### src/rtl/barrel_normalizer_pkg.sv
// Shared types and sizing helpers for the barrel normalizer slice.
package barrel_normalizer_pkg;

    // Control FSM states: wait for an operand, walk the log stages, hold the result.
    typedef enum logic [1:0] {
        IDLE  = 2'd0,
        SHIFT = 2'd1,
        DONE  = 2'd2
    } state_t;

    // Number of log-stages needed to normalize a WIDTH-bit operand.
    function automatic int stages_for(input int width);
        return $clog2(width);
    endfunction

    // Shift-amount width: must hold 0..WIDTH inclusive.
    function automatic int shamt_w_for(input int width);
        return $clog2(width) + 1;
    endfunction

    localparam int DEF_WIDTH   = 8;
    localparam int DEF_STAGES  = stages_for(DEF_WIDTH);
    localparam int DEF_SHAMT_W = DEF_STAGES + 1;

endpackage

### src/rtl/barrel_normalizer_if.sv
// Operand/result handshake bundle for the barrel normalizer.
//
// Handshake rule (both directions): a transfer happens on a rising clk edge
// where valid && ready are both 1. The sender keeps valid and its payload
// stable until that edge; ready may change freely and has no effect while
// valid is 0.
interface barrel_normalizer_if
    import barrel_normalizer_pkg::*;
#(
    parameter int WIDTH = DEF_WIDTH
) ();

    localparam int SHAMT_W = shamt_w_for(WIDTH);

    logic               in_valid;
    logic               in_ready;
    logic [WIDTH-1:0]   in_data;
    logic               out_valid;
    logic               out_ready;
    logic [WIDTH-1:0]   out_data;
    logic [SHAMT_W-1:0] out_shamt;
    logic               out_zero;

    // Normalizer side: consumes operands, produces results.
    modport slave (
        input  in_valid,
        input  in_data,
        input  out_ready,
        output in_ready,
        output out_valid,
        output out_data,
        output out_shamt,
        output out_zero
    );

    // Client side: supplies operands, consumes results.
    modport master (
        output in_valid,
        output in_data,
        output out_ready,
        input  in_ready,
        input  out_valid,
        input  out_data,
        input  out_shamt,
        input  out_zero
    );

endinterface

### src/rtl/barrel_normalizer_norm_stage.sv
// One normalize step: test the top 2^k bits and, if all zero, shift left by 2^k.
// The shift itself is a per-bit 2:1 select between the held and shifted word.
module barrel_normalizer_norm_stage
    import barrel_normalizer_pkg::*;
#(
    parameter int WIDTH  = DEF_WIDTH,
    parameter int STAGES = stages_for(WIDTH)
) (
    input  logic [WIDTH-1:0]  data,
    input  logic [STAGES-1:0] k,
    output logic              zero_top,
    output logic [WIDTH-1:0]  shifted
);

    logic [STAGES-1:0] top_zero_s;
    logic [WIDTH-1:0]  shift_s [STAGES];
    logic [WIDTH-1:0]  sel_data;

    // Precompute the zero test and the shifted word for every stage size.
    for (genvar s = 0; s < STAGES; s++) begin : g_stage
        assign top_zero_s[s] = ~|data[WIDTH-1 -: (1 << s)];
        assign shift_s[s]    = data << (1 << s);
    end

    // Pick the candidate belonging to the stage currently being applied.
    always_comb begin
        zero_top = 1'b0;
        sel_data = data;
        for (int s = 0; s < STAGES; s++) begin
            if (k == STAGES'(s)) begin
                zero_top = top_zero_s[s];
                sel_data = shift_s[s];
            end
        end
    end

    // Per-bit 2:1 select: take the shifted bit only when the top field was empty.
    for (genvar i = 0; i < WIDTH; i++) begin : g_bit
        assign shifted[i] = zero_top ? sel_data[i] : data[i];
    end

endmodule

### src/rtl/barrel_normalizer.sv
// Multi-cycle left normalizer: one log-stage per clock, largest stage first.
// Produces the normalized word, the leading-zero count and an all-zero flag.
module barrel_normalizer
    import barrel_normalizer_pkg::*;
#(
    parameter int WIDTH = DEF_WIDTH
) (
    input  logic                clk,
    input  logic                rst_n,
    barrel_normalizer_if.slave  bus,
    output state_t              dbg_state
);

    localparam int STAGES  = stages_for(WIDTH);
    localparam int SHAMT_W = STAGES + 1;

    state_t             state_q;
    state_t             state_d;
    logic [WIDTH-1:0]   data_q;
    logic [SHAMT_W-1:0] count_q;
    logic [STAGES-1:0]  k_q;
    logic               zero_q;

    logic               accept;
    logic               last_stage;
    logic               st_zero_top;
    logic [WIDTH-1:0]   st_data;
    logic [SHAMT_W-1:0] stage_amt;
    logic [SHAMT_W-1:0] count_next;

    assign accept     = bus.in_valid && (state_q == IDLE);
    assign last_stage = (k_q == '0);
    assign stage_amt  = SHAMT_W'(1) << k_q;
    // Stage sums never exceed WIDTH-1, so this cannot wrap.
    assign count_next = st_zero_top ? (count_q + stage_amt) : count_q;

    barrel_normalizer_norm_stage #(
        .WIDTH  (WIDTH),
        .STAGES (STAGES)
    ) u_stage (
        .data     (data_q),
        .k        (k_q),
        .zero_top (st_zero_top),
        .shifted  (st_data)
    );

    // State register; reset abandons any operation in flight.
    always_ff @(posedge clk or negedge rst_n) begin
        if (!rst_n) begin
            state_q <= IDLE;
        end else begin
            state_q <= state_d;
        end
    end

    // Next-state: accept in IDLE, walk stages down to k=0, release on result handshake.
    always_comb begin
        state_d = state_q;
        case (state_q)
            IDLE:    if (accept)        state_d = SHIFT;
            SHIFT:   if (last_stage)    state_d = DONE;
            DONE:    if (bus.out_ready) state_d = IDLE;
            default:                    state_d = IDLE;
        endcase
    end

    // Outputs decoded from state; the result fields come straight from registers.
    always_comb begin
        bus.in_ready  = (state_q == IDLE);
        bus.out_valid = (state_q == DONE);
        bus.out_data  = data_q;
        bus.out_shamt = count_q;
        bus.out_zero  = zero_q;
        dbg_state     = state_q;
    end

    // Datapath: load on accept, apply one stage per cycle, fix up the all-zero case.
    always_ff @(posedge clk or negedge rst_n) begin
        if (!rst_n) begin
            data_q  <= '0;
            count_q <= '0;
            k_q     <= STAGES'(STAGES - 1);
            zero_q  <= 1'b0;
        end else begin
            case (state_q)
                IDLE: begin
                    if (accept) begin
                        data_q  <= bus.in_data;
                        count_q <= '0;
                        k_q     <= STAGES'(STAGES - 1);
                        zero_q  <= 1'b0;
                    end
                end
                SHIFT: begin
                    if (last_stage) begin
                        k_q <= STAGES'(STAGES - 1);
                        // MSB still clear after the last stage means the operand was zero.
                        if (!st_data[WIDTH-1]) begin
                            data_q  <= '0;
                            count_q <= SHAMT_W'(WIDTH);
                            zero_q  <= 1'b1;
                        end else begin
                            data_q  <= st_data;
                            count_q <= count_next;
                            zero_q  <= 1'b0;
                        end
                    end else begin
                        data_q  <= st_data;
                        count_q <= count_next;
                        k_q     <= k_q - 1'b1;
                    end
                end
                default: begin
                end
            endcase
        end
    end

endmodule

### src/flat_wrapper.sv
// flat-port wrapper written by rule: the top's interface ports become plain ports
module barrel_normalizer_flat import barrel_normalizer_pkg::*;
#(
    parameter int WIDTH = DEF_WIDTH
)
  (clk, rst_n, dbg_state, bus_in_valid, bus_in_data, bus_out_ready, bus_in_ready, bus_out_valid, bus_out_data, bus_out_shamt, bus_out_zero);
  barrel_normalizer_if #(.WIDTH(WIDTH)) bus_i ();
  input  logic clk;
  input  logic rst_n;
  output state_t dbg_state;
  input wire logic [$bits(bus_i.in_valid)-1:0] bus_in_valid;
  input wire logic [$bits(bus_i.in_data)-1:0] bus_in_data;
  input wire logic [$bits(bus_i.out_ready)-1:0] bus_out_ready;
  output wire logic [$bits(bus_i.in_ready)-1:0] bus_in_ready;
  output wire logic [$bits(bus_i.out_valid)-1:0] bus_out_valid;
  output wire logic [$bits(bus_i.out_data)-1:0] bus_out_data;
  output wire logic [$bits(bus_i.out_shamt)-1:0] bus_out_shamt;
  output wire logic [$bits(bus_i.out_zero)-1:0] bus_out_zero;
  assign bus_i.in_valid = bus_in_valid;
  assign bus_i.in_data = bus_in_data;
  assign bus_i.out_ready = bus_out_ready;
  assign bus_in_ready = bus_i.in_ready;
  assign bus_out_valid = bus_i.out_valid;
  assign bus_out_data = bus_i.out_data;
  assign bus_out_shamt = bus_i.out_shamt;
  assign bus_out_zero = bus_i.out_zero;
  barrel_normalizer #(.WIDTH(WIDTH)) u_core (.clk(clk), .rst_n(rst_n), .bus(bus_i), .dbg_state(dbg_state));
endmodule
### config.mk
export PLATFORM = sky130hd
export DESIGN_NAME = barrel_normalizer_flat
export DESIGN_NICKNAME = d
export VERILOG_FILES = /design/src/rtl/barrel_normalizer_pkg.sv /design/src/rtl/barrel_normalizer_if.sv /design/src/rtl/barrel_normalizer_norm_stage.sv /design/src/rtl/barrel_normalizer.sv /design/src/flat_wrapper.sv
export SDC_FILE = /design/constraint.sdc
export NUM_CORES = 1
export LEC_CHECK = 0
export CAP_MARGIN = 5
export CORE_ASPECT_RATIO = 0.5
export CORE_MARGIN = 8
export CORE_UTILIZATION = 40
export CTS_CLUSTER_DIAMETER = 50
export DETAILED_ROUTE_END_ITERATION = 16
export GPL_TIMING_DRIVEN = 0
export PLACE_DENSITY = 0.64
export REMOVE_ABC_BUFFERS = 1
export SKIP_LAST_GASP = 1
export SLEW_MARGIN = 20
export SYNTH_ARGS = -nofsm -noshare
export SYNTH_HDL_FRONTEND = slang
export SYNTH_HIERARCHICAL = 1
export SYNTH_SLANG_ARGS = --single-unit
### constraint.sdc
create_clock -name clk -period 2.5 [get_ports clk]
set_input_delay 0.25 -clock clk [delete_from_list [all_inputs] [get_ports clk]]
set_output_delay 0.25 -clock clk [all_outputs]
set_load 0.05 [all_outputs]
Word level (Yosys, flattened, before mapping)
Index checks and enable logic that the tools add are counted.
- equality and inequality tests: 7
- add/sub/neg operators: 2
- shifts and indexed selects: 1
- reduce and logical (&&, ||, !) cells: 12
- multiplexer cells: 34
- operators by type and width (cell ; count):
    $mux 8 ; 6
    $mux 4 ; 4
    $pmux 8 s2 ; 1
    $mux 1 ; 14
    $pmux 4 s2 ; 1
    $mux 2 ; 3
    $mux 3 ; 2
    $pmux 2 s3 ; 1
    $pmux 3 s2 ; 1
    $reduce_and 3->1 ; 2
    $add 4x4->4 ; 1
    $ne 2x1->1 const B ; 2
    $reduce_or 4->1 ; 1
    $shl 1x3->4 const A ; 1
    $eq 3x1->1 const B ; 1
    $eq 3x2->1 const B ; 1
    $logic_not 1->1 ; 3
    $logic_not 3->1 ; 1
    $sub 3x1->3 const B ; 1
    $eq 2x1->1 const B ; 1
    $eq 2x2->1 const B ; 1
    $logic_not 2->1 ; 1
    $ne 2x2->1 const B ; 1
    $pmux 1 s2 ; 1
    other kinds (4) ; 4
- bits of input ports: 12
- output and inout port bits: 17
- register bits: 18

Depth between registers and ports, before layout
Gate-level depths: netlist of run 1.
- depth in word-level cells: 8
- gate-level depth with buffers: 9
- depth with buffers taken out: 9

Modules after synthesis
Netlist of run 1, hierarchy kept.
- by module, submodules not included (module ; sequential area each (µm²) ; times used ; area an instance (µm²) ; cells each):
    barrel_normalizer ; 451.7 ; 1 ; 1089.8 ; 104
    barrel_normalizer_norm_stage ; 0.0 ; 1 ; 320.3 ; 49

Least setup slack after synthesis of run 1
Ideal clock, no wire load.
- path type: register -> register
- start point: register u_core.data_q[5], in the netlist u_core/bus.out_data[5]
- end point: register u_core.count_q[0], in the netlist u_core/bus.out_shamt[0]
- stages on the path, launching flop included: 9
- arrival time: 2239 ps
- setup slack: 183 ps
- library setup time: 78 ps
- cells stage by stage: dfrtp_1 or3_1 a21oi_1 nor2_1 o31ai_1 o21a_4 buf_6 nand2_1 o2bb2ai_1
- word-level cells in the longest chain between the ends: 7
- RTL lines (what ; RTL line ; text):
    start: declaration ; barrel_normalizer.sv:19 ; logic [WIDTH-1:0] data_q;
    start signal: assignment ; barrel_normalizer.sv:88 ; data_q <= bus.in_data;
    start signal: assignment ; barrel_normalizer.sv:103 ; data_q <= st_data;
    start signal: assignment ; barrel_normalizer.sv:108 ; data_q <= st_data;
    $reduce_or 4->1 ; barrel_normalizer_norm_stage.sv:21 ; assign top_zero_s[s] = ~|data[WIDTH-1 -: (1 << s)];
    $logic_not 1->1 ; barrel_normalizer_norm_stage.sv:21 ;
    $mux 1 ; barrel_normalizer_norm_stage.sv:30 ; if (k == STAGES'(s)) begin
    $mux 1 * ; barrel_normalizer_norm_stage.sv:39 ; assign shifted[i] = zero_top ? sel_data[i] : data[i];
    net u_core.st_data[7] ; barrel_normalizer.sv:27 ; logic [WIDTH-1:0] st_data;
    $mux 4 * ; barrel_normalizer.sv:98 ; if (!st_data[WIDTH-1]) begin
    $mux 4 * ; barrel_normalizer.sv:95 ; if (last_stage) begin
    $pmux 4 s2 * ; barrel_normalizer.sv:85 ; case (state_q)
    end signal: assignment ; barrel_normalizer.sv:100 ; count_q <= SHAMT_W'(WIDTH);
    end signal: assignment ; barrel_normalizer.sv:104 ; count_q <= count_next;
    end signal: assignment ; barrel_normalizer.sv:109 ; count_q <= count_next;
    end: declaration ; barrel_normalizer.sv:20 ; logic [SHAMT_W-1:0] count_q;
The timed path passes the listed nets; every way through them passes the cells marked *.
A chain may end at the register's enable or synchronous reset.

Worst setup path in the final report of run 1
- start point: register u_core.k_q[1]
- end point: register u_core.count_q[2], in the netlist u_core/bus.out_shamt[2]
- word-level cells in the longest chain between the ends: 8
- RTL lines (what ; RTL line ; text):
    start: declaration ; barrel_normalizer.sv:21 ; logic [STAGES-1:0] k_q;
    start signal: assignment ; barrel_normalizer.sv:82 ; k_q <= STAGES'(STAGES - 1);
    start signal: assignment ; barrel_normalizer.sv:90 ; k_q <= STAGES'(STAGES - 1);
    start signal: assignment ; barrel_normalizer.sv:96 ; k_q <= STAGES'(STAGES - 1);
    branches (longest 6 deep; another with $add 4x4->4) ; - ;
    $mux 4 * ; barrel_normalizer.sv:95 ;
    $pmux 4 s2 * ; barrel_normalizer.sv:85 ;
Every way passes the cells marked *.

==> summary by stage, run 1 <==
Floorplanning
The area of the core region is 3400 um^2. The floorplan has 15 rows. The overall die height is 58.0 um. The width of the die is 100 um. The die covers 5800 um^2.

For this configuration, the core starts out at a cell density of 41.5%. 29 I/O pins were placed.

Cells and area
Fill cells in the final layout number 323. The fraction of layout cells with a size suffix above 1 is ~14%. The finished cells cover 1790 um^2. The area overhead of the layout relative to synthesis is 26.7%. The number of nets in the layout is 203. The number of antenna diodes in the final layout is 0. At the end of the flow the core is filled with cells to 52.6%.

Timing
The worst pin sits at a relative slew slack of 40.4%. The final number of setup-violating endpoints is 0. The final max-slew violation count is 0.

For the pin with the worst max-slew slack, the measured transition is 0.891 ns. The sum of negative setup slack is 0 ns. Across the routed clock network, the largest skew measured is roughly 0.0041 ns. The final-report hold violation count came to 0. The portion of the clock cycle consumed by the worst path in the final layout is 96.2%. Static timing analysis puts the maximum clock frequency at between 0.4 and 0.5 GHz. The shortest period the worst path allows is 2.40 ns.

Setup path
The endpoint identified for the worst register-to-register timing path is u_core/bus.out_shamt[2]$_DFFE_PN0P_. The worst path required time is between 2 and 3 ns. STA classifies the critical path startpoint as a register.

The type of the worst setup path is reg2reg. The setup slack on the worst flop-to-flop path is 0.1 ns. The critical-path maximum fanout is 16. The startpoint identified for the worst register-to-register timing path is u_core/k_q[1]$_DFFE_PN1P_. STA classifies the critical path endpoint as a register. The arrival time at the worst endpoint is between 2 and 3 ns. The worst-case reg-to-reg path depth is 8.

Drt
The count of nets left with antenna violations once routing finished came out at 0. The number of remaining DRC errors is 0. The number of DRC markers after the initial detailed-route iteration is 115. The average wire per standard cell is ~16 um. The first-pass iteration count of the detailed router is 4.

The final layout contains routed wiring with a total length of 3.63 mm. The total vias in the final route is 1241. The via density per instance is 5.35.

Synth
Counting flops and latches in the post-synthesis netlist gives 18. After synthesis, the share of flip-flops with an asynchronous set or reset is 100%. The fraction of synthesized cell area taken by the top area cell type is 30.2%. The cell area after synthesis is 1410 um^2. By area the synthesized netlist is led by sky130_fd_sc_hd__dfrtp_1, sky130_fd_sc_hd__a221oi_2, sky130_fd_sc_hd__ha_1. Of all cell types, the one taking the most synthesized area is sky130_fd_sc_hd__dfrtp_1. The most frequently used flop master after synthesis is sky130_fd_sc_hd__dfrtp_1. The mean post-synth cell area is 9.22 um^2. The cell count after synthesis came out at 153. The share of the Yosys chip area taken by registers is around 32%. The number of warnings issued by yosys is 6. In this run, distinct cell masters in the synthesized netlist total 43. The number of flops mapped to enable cells by yosys is 0.

Clocking
The maximum level of the CTS H-tree is 1. The root cell of the clock tree is sky130_fd_sc_hd__clkbuf_8. No sink is reached through more buffers than the 2 on the longest clock path.

The clock insertion delay at the later pin of the skew report is 0.26 ns. The post-cts hold buffer count is 0. The clock transition at the register clock pins on the worst setup and hold paths after CTS is 0.08 ns.

The number of clock buffers inserted by TritonCTS is 3. TritonCTS built the clock tree. The number of sinks on the clock net is 18.

Global routing
The number of global-route vias before repair is between 1000 and 1500. Entering global routing, the biggest net connects 20 pins. The leftover overflow at the end of global routing is 0. The wire length of the first global-routing pass is 6.10 mm.

In the global route stage, overall resource usage came out at 13.2%. The initial antenna violation count was 0.

Placement
At the end of routability-driven placement, the weighted congestion stood at 0.819. The HPWL after detailed placement is 2.54 mm. The count of buffers added on input and output ports is 28. The instance area after placement is 1690 um^2.

Outcome
The flow ran to the end, and the final reports show no timing, DRC or antenna violations.

Min path
The tightest min-delay check is of the in2async type.

Run
Max-cap violations in this run came to 0.
-- metrics by stage --
step / worst slack (ns) / cells / hold slack [ns]
after floorplan: 0.165 / 146 / -0.0456
after global placement: -0.120 / 225 / 0.495
after detailed placement: -0.130 / 225 / 0.511
after CTS: 0.0113 / 229 / 0.516
after global routing: -0.00194 / 232 / 0.543
final: 0.0956 / 232 / 0.489
-- synth_stat cells (3+ instances only) --
| master | number |
|---|---|
| sky130_fd_sc_hd__o21ai_0 | 9 |
| sky130_fd_sc_hd__ha_1 | 8 |
| sky130_fd_sc_hd__a21oi_1 | 8 |
| sky130_fd_sc_hd__nor2b_1 | 7 |
| sky130_fd_sc_hd__inv_1 | 12 |
| sky130_fd_sc_hd__buf_6 | 5 |
| sky130_fd_sc_hd__nand2_1 | 10 |
| sky130_fd_sc_hd__nor2_1 | 26 |
| sky130_fd_sc_hd__a32o_1 | 3 |
| sky130_fd_sc_hd__a221oi_2 | 7 |
| sky130_fd_sc_hd__dfrtp_1 | 17 |
-- logic make-up (layout without fill, tap and decap cells) --
family	count (synthesis)	count (layout)	share of synthesized area, %
XOR/XNOR	3	3	1.86
AND/OR/NAND/NOR	52	52	18.0
flip-flops	18	18	32.0
AO/OA/AOI/OAI	49	49	29.8
buffers and inverters	20	48	8.34
multiplexers	2	2	1.42
adder cells (fa/ha/maj)	9	9	8.52
-- state kept, by name (all words and copies together), names as in the netlist --
name / count
u_core/dbg_state: 2
u_core/bus.out_shamt: 4
u_core/k_q: 3
u_core/bus.out_data: 8
u_core/bus.out_zero: 1
-- layer usage --
| metal | vias up | global-route usage (%) | part of all wire [%] |
|---|---|---|---|
| li1 | 604 | - | - |
| met1 | 605 | 17.9 | 48 |
| met2 | 28 | 19.5 | 47 |
| met3 | 4 | 3.34 | 4.1 |
| met4 | 0 | 4.90 | 1.1 |
| met5 | - | 0 | 0 |
-- area by class of cell --
type	instances	area, um^2	area share [%]
Multi-Input combinational cell	115	858	48.0
Tap cell	51	63.8	3.57
Inverter	13	48.8	2.73
Sequential cell	18	458	25.6
Timing Repair Buffer	31	303	16.9
Clock buffer	4	55.1	3.08
-- cells in the final DEF (no fill, tap or decap), types with 2 or more instances in the layout --
master,synthesis,layout
sky130_fd_sc_hd__clkdlybuf4s50_1,0,28
sky130_fd_sc_hd__nor2_1,26,26
sky130_fd_sc_hd__dfrtp_1,17,15
sky130_fd_sc_hd__inv_1,12,12
sky130_fd_sc_hd__nand2_1,10,10
sky130_fd_sc_hd__o21ai_0,9,9
sky130_fd_sc_hd__a21oi_1,8,8
sky130_fd_sc_hd__ha_1,8,8
sky130_fd_sc_hd__nor2b_1,7,7
sky130_fd_sc_hd__a221oi_2,7,7
sky130_fd_sc_hd__clkbuf_8,0,4
sky130_fd_sc_hd__a32o_1,3,3
sky130_fd_sc_hd__buf_4,1,3
sky130_fd_sc_hd__a21o_1,2,2
sky130_fd_sc_hd__o2bb2ai_1,2,2
sky130_fd_sc_hd__xnor2_1,2,2
sky130_fd_sc_hd__a22oi_1,2,2
sky130_fd_sc_hd__a31oi_1,2,2
sky130_fd_sc_hd__dfrtp_2,0,2
sky130_fd_sc_hd__a2111oi_0,2,2
sky130_fd_sc_hd__a22o_2,2,2
sky130_fd_sc_hd__mux2i_1,2,2
-- worst max path at each step --
stage | start | end | cells past startpoint
6_report | u_core/k_q[1]$_DFFE_PN1P_ | u_core/bus.out_shamt[2]$_DFFE_PN0P_ | 8
5_1_grt | u_core/k_q[1]$_DFFE_PN1P_ | u_core/bus.out_shamt[2]$_DFFE_PN0P_ | 8
4_1_cts | u_core/k_q[0]$_DFFE_PN0P_ | u_core/bus.out_shamt[2]$_DFFE_PN0P_ | 8
3_5_place_dp | u_core/k_q[0]$_DFFE_PN0P_ | u_core/bus.out_shamt[2]$_DFFE_PN0P_ | 7
3_3_place_gp | u_core/k_q[0]$_DFFE_PN0P_ | u_core/bus.out_shamt[2]$_DFFE_PN0P_ | 7
2_1_floorplan | u_core/bus.out_data[5]$_DFFE_PN0P_ | u_core/bus.out_shamt[1]$_DFFE_PN0P_ | 7
-- critical path, stage by stage, from the launching register on --
cell,delay [ns]
sky130_fd_sc_hd__dfstp_4,0.72
sky130_fd_sc_hd__inv_1,0.12
sky130_fd_sc_hd__ha_1,0.24
sky130_fd_sc_hd__nand2b_4,0.12
sky130_fd_sc_hd__inv_1,0.08
sky130_fd_sc_hd__ha_1,0.21
sky130_fd_sc_hd__fa_1,0.38
sky130_fd_sc_hd__xor2_1,0.17
sky130_fd_sc_hd__a32o_1,0.25
-- timing repair --
item	in CTS	in global routing
pin swaps	0	1
gates resized for setup	1	4
endpoints found under the hold margin	0	0
setup buffers	0	3
endpoints found under the setup margin	10	11
Power of run 1 is not shown: default switching activity piles up to over one toggle a cycle in this logic, so the estimate is an artifact.
==> run 2, diff against run 1 <==
--- a/config.mk
+++ b/config.mk
@@ -11,10 +11,11 @@
 export CORE_UTILIZATION = 40
 export CTS_CLUSTER_DIAMETER = 50
 export DETAILED_ROUTE_END_ITERATION = 16
+export GPL_ROUTABILITY_DRIVEN = 1
 export GPL_TIMING_DRIVEN = 0
 export PLACE_DENSITY = 0.64
 export REMOVE_ABC_BUFFERS = 1
-export SKIP_LAST_GASP = 1
+export SETUP_SLACK_MARGIN = 0.1
 export SLEW_MARGIN = 20
 export SYNTH_ARGS = -nofsm -noshare
 export SYNTH_HDL_FRONTEND = slang
==> run 2 against run 1 <==
Fmax is 7.5% higher. Core utilization increased by 1.6 points. Cell count increased by 2.6%. Largest cell class unchanged. Critical path type unchanged. Register-to-register slack improved by 0.17 ns. First-iteration DRC count is 20% lower. Non-clock buffer count up 6. Global-route usage grew 0.23 points.
==> summary by stage, run 2 (synthesized netlist as in run 1, its figures left out) <==
Outcome
The run finished with clean final reports.

Timing
At the pin with the least slew margin, the transition time is 0.897 ns. The tightest hold path in the finished design has a slack of roughly 0.49 ns. The final number of setup-violating endpoints is 0. Setup repair after global routing left no endpoint under its margin.

The shortest period the worst path allows is 2.24 ns. The final max-slew violation count is 0. In this run the tightest slew margin relative to its limit is 40.0%. The minimum setup slack in the final design is between 0.2 and 0.3 ns.

On the final layout, the worst clock skew is ~0.0033 ns. Timing would allow up to 0.447 GHz. The final-report hold violation count was 0. Adding up every negative setup slack in the final design gives 0 ns. The portion of the clock cycle consumed by the worst path in the final layout is 89.5%.

Min path
The path class of the tightest hold or removal check is in2async.

Floorplanning
In this run the standard cell core region covers 3400 um^2. 29 I/O pins were placed. The area enclosed by the die boundary is 5800 um^2. The overall die height is ~58 um. The initial utilization of the core area, before any placement, comes to 41.5%. The floorplan has 15 rows. Measured along the x axis, the die boundary spans 100 um.

Clocking
TritonCTS built the clock tree. The clock insertion delay at the later pin of the skew report is 0.26 ns. The cell sitting at the root of the clock tree is a sky130_fd_sc_hd__clkbuf_8. The tree built by TritonCTS fans out to 18 sinks. The maximum level of the CTS H-tree is 1. The clock tree buffer depth is 2. The number of clock buffers inserted by TritonCTS is 3. Clock-pin slew was measured on the worst setup and hold paths at roughly 0.070 ns.

Global routing
The wire length of the first global-routing pass is 6.18 mm. The leftover overflow at the end of global routing is 0. The pin count of the biggest net entering global routing is 20. The number of global-route vias before repair is 1206. Global routing used a little over an eighth of the available tracks. The initial antenna violation count was 0.

Setup path
The startpoint of the most critical setup path is u_core/k_q[0]$_DFFE_PN0P_. The sort of element at the start of the critical path is a register. Along the worst path, the maximum fanout reaches 14.

The startpoint of the lowest-slack register-to-register path is u_core/k_q[0]$_DFFE_PN0P_. The arrival time at the worst endpoint is 2.39 ns. Data on the critical path is required at its endpoint by 2.65 ns.

The critical path in this run is classified as reg2reg. The number of cells on the worst reg-to-reg path is 8. The worst setup path is captured at a register.

Drt
In the routed layout, each cell is associated on average with a via count of approximately 5.3. Across all layers, the routed design uses between 1000 and 1500 vias. In this run the remaining antenna-violating nets after routing total 0. Dividing the detail-routed wire length by the instance count gives 15.6 um. In the routed design, unresolved DRC markers number 0. The routed wire length is 3.71 mm.

Before antenna repair, the detailed router went through 4 iterations. For this block, the initial DRC count from the detailed router was 92.

Cells and area
The area overhead of the layout relative to synthesis is 30.5%. The number of fill cells is a little over 300. After the last flow step, the layout net total stands at 209.

The share of the core filled with cells is between 50% and 60%. Cells with a size suffix above 1 make up 17.1% of the layout. The top cell types in the final layout, fill and taps aside, are sky130_fd_sc_hd__clkdlybuf4s50_1, sky130_fd_sc_hd__nor2_1, sky130_fd_sc_hd__dfrtp_1. The register with the most flip-flops in the layout has 8 of them. The number of antenna diodes in the final layout is 0. The most common cell after layout, fill and taps aside is sky130_fd_sc_hd__clkdlybuf4s50_1.

Placement
The weighted congestion reported at the end of routability-driven placement is 0.819. The HPWL after detailed placement is 2.54 mm. During placement, the flow inserted port buffers numbering 28.

The post-place setup slack is -0.130 ns.

Run
The count of maximum capacitance violations is 0.
==> run 2: changes by cell type in the layout (fill, tap and decap cells not counted) <==
cell,before,now
sky130_fd_sc_hd__dfstp_2,0,1
sky130_fd_sc_hd__buf_12,0,1
sky130_fd_sc_hd__buf_4,3,8
sky130_fd_sc_hd__dfstp_4,1,0
==> run 2: what timing repair did <==
item	in CTS	in global routing
hold buffers	0	0
buffers inserted	2	7
resized for setup	3	1
setup endpoints to repair	11	5
pin swaps	0	1
==> run 2: metal layers <==
metal / track usage [%] / wire length (um) / share of wire, %
met4: 4.90 / 19 / 0.51
met3: 3.34 / 184 / 5.0
met5: 0 / 0 / 0
met1: 18.3 / 1790 / 48
met2: 19.8 / 1710 / 46
==> run 2: path summary, 6_finish.rpt <==
check | endpoint | slack, ns
setup reg to reg | u_core/bus.out_shamt[2]$_DFFE_PN0P_ | 0.26
max in group asynchronous | u_core/k_q[0]$_DFFE_PN0P_ | 1.40
hold reg to reg | u_core/bus.out_shamt[0]$_DFFE_PN0P_ | 0.53
setup / recovery | u_core/bus.out_shamt[2]$_DFFE_PN0P_ | 0.26
min in group clk | u_core/bus.out_shamt[0]$_DFFE_PN0P_ | 0.53
hold / removal | u_core/bus.out_shamt[2]$_DFFE_PN0P_ | 0.49
==> run 2: critical path, stage by stage (launching register included) <==
cell,delay (ns)
sky130_fd_sc_hd__dfrtp_2,0.50
sky130_fd_sc_hd__inv_1,0.14
sky130_fd_sc_hd__ha_1,0.26
sky130_fd_sc_hd__nand2b_4,0.12
sky130_fd_sc_hd__inv_1,0.08
sky130_fd_sc_hd__ha_1,0.21
sky130_fd_sc_hd__fa_1,0.38
sky130_fd_sc_hd__xor2_1,0.17
sky130_fd_sc_hd__a32o_1,0.25
==> run 2: cell type report <==
type                            instances  area (um^2)  area share [%]
Multi-Input combinational cell        115          858            46.6
Sequential cell                        18          454            24.7
Inverter                               13         48.8            2.65
Tap cell                               51         63.8            3.47
Clock buffer                            4         55.1            2.99
Timing Repair Buffer                   37          360            19.6
==> run 2: through the flow <==
stage               instance area (um^2)  std cells
floorplan                           1340        146
global placement                    1690        225
detailed placement                  1690        225
CTS                                 1770        231
global route                        1840        238
finish                              1840        238
Power of run 2 is left out for the same reason.
==> run 3, diff against run 2 <==
==> constraint.sdc (replaced) <==
create_clock -name clk -period 2.6 [get_ports clk]
set_input_delay 0.26 -clock clk [delete_from_list [all_inputs] [get_ports clk]]
set_output_delay 0.26 -clock clk [all_outputs]
set_load 0.05 [all_outputs]
==> results of run 3 <==
The final DEF is identical to that of run 1. Status: completed.
Among the figures that moved: setup slack after placement -0.130 ns -> -0.0301 ns; setup slack after layout 0.0956 ns -> 0.196 ns; hold slack 0.489 ns -> 0.499 ns; register-to-register setup slack 0.1 ns -> 0.20 ns
Power of run 3 is left out for the same reason.
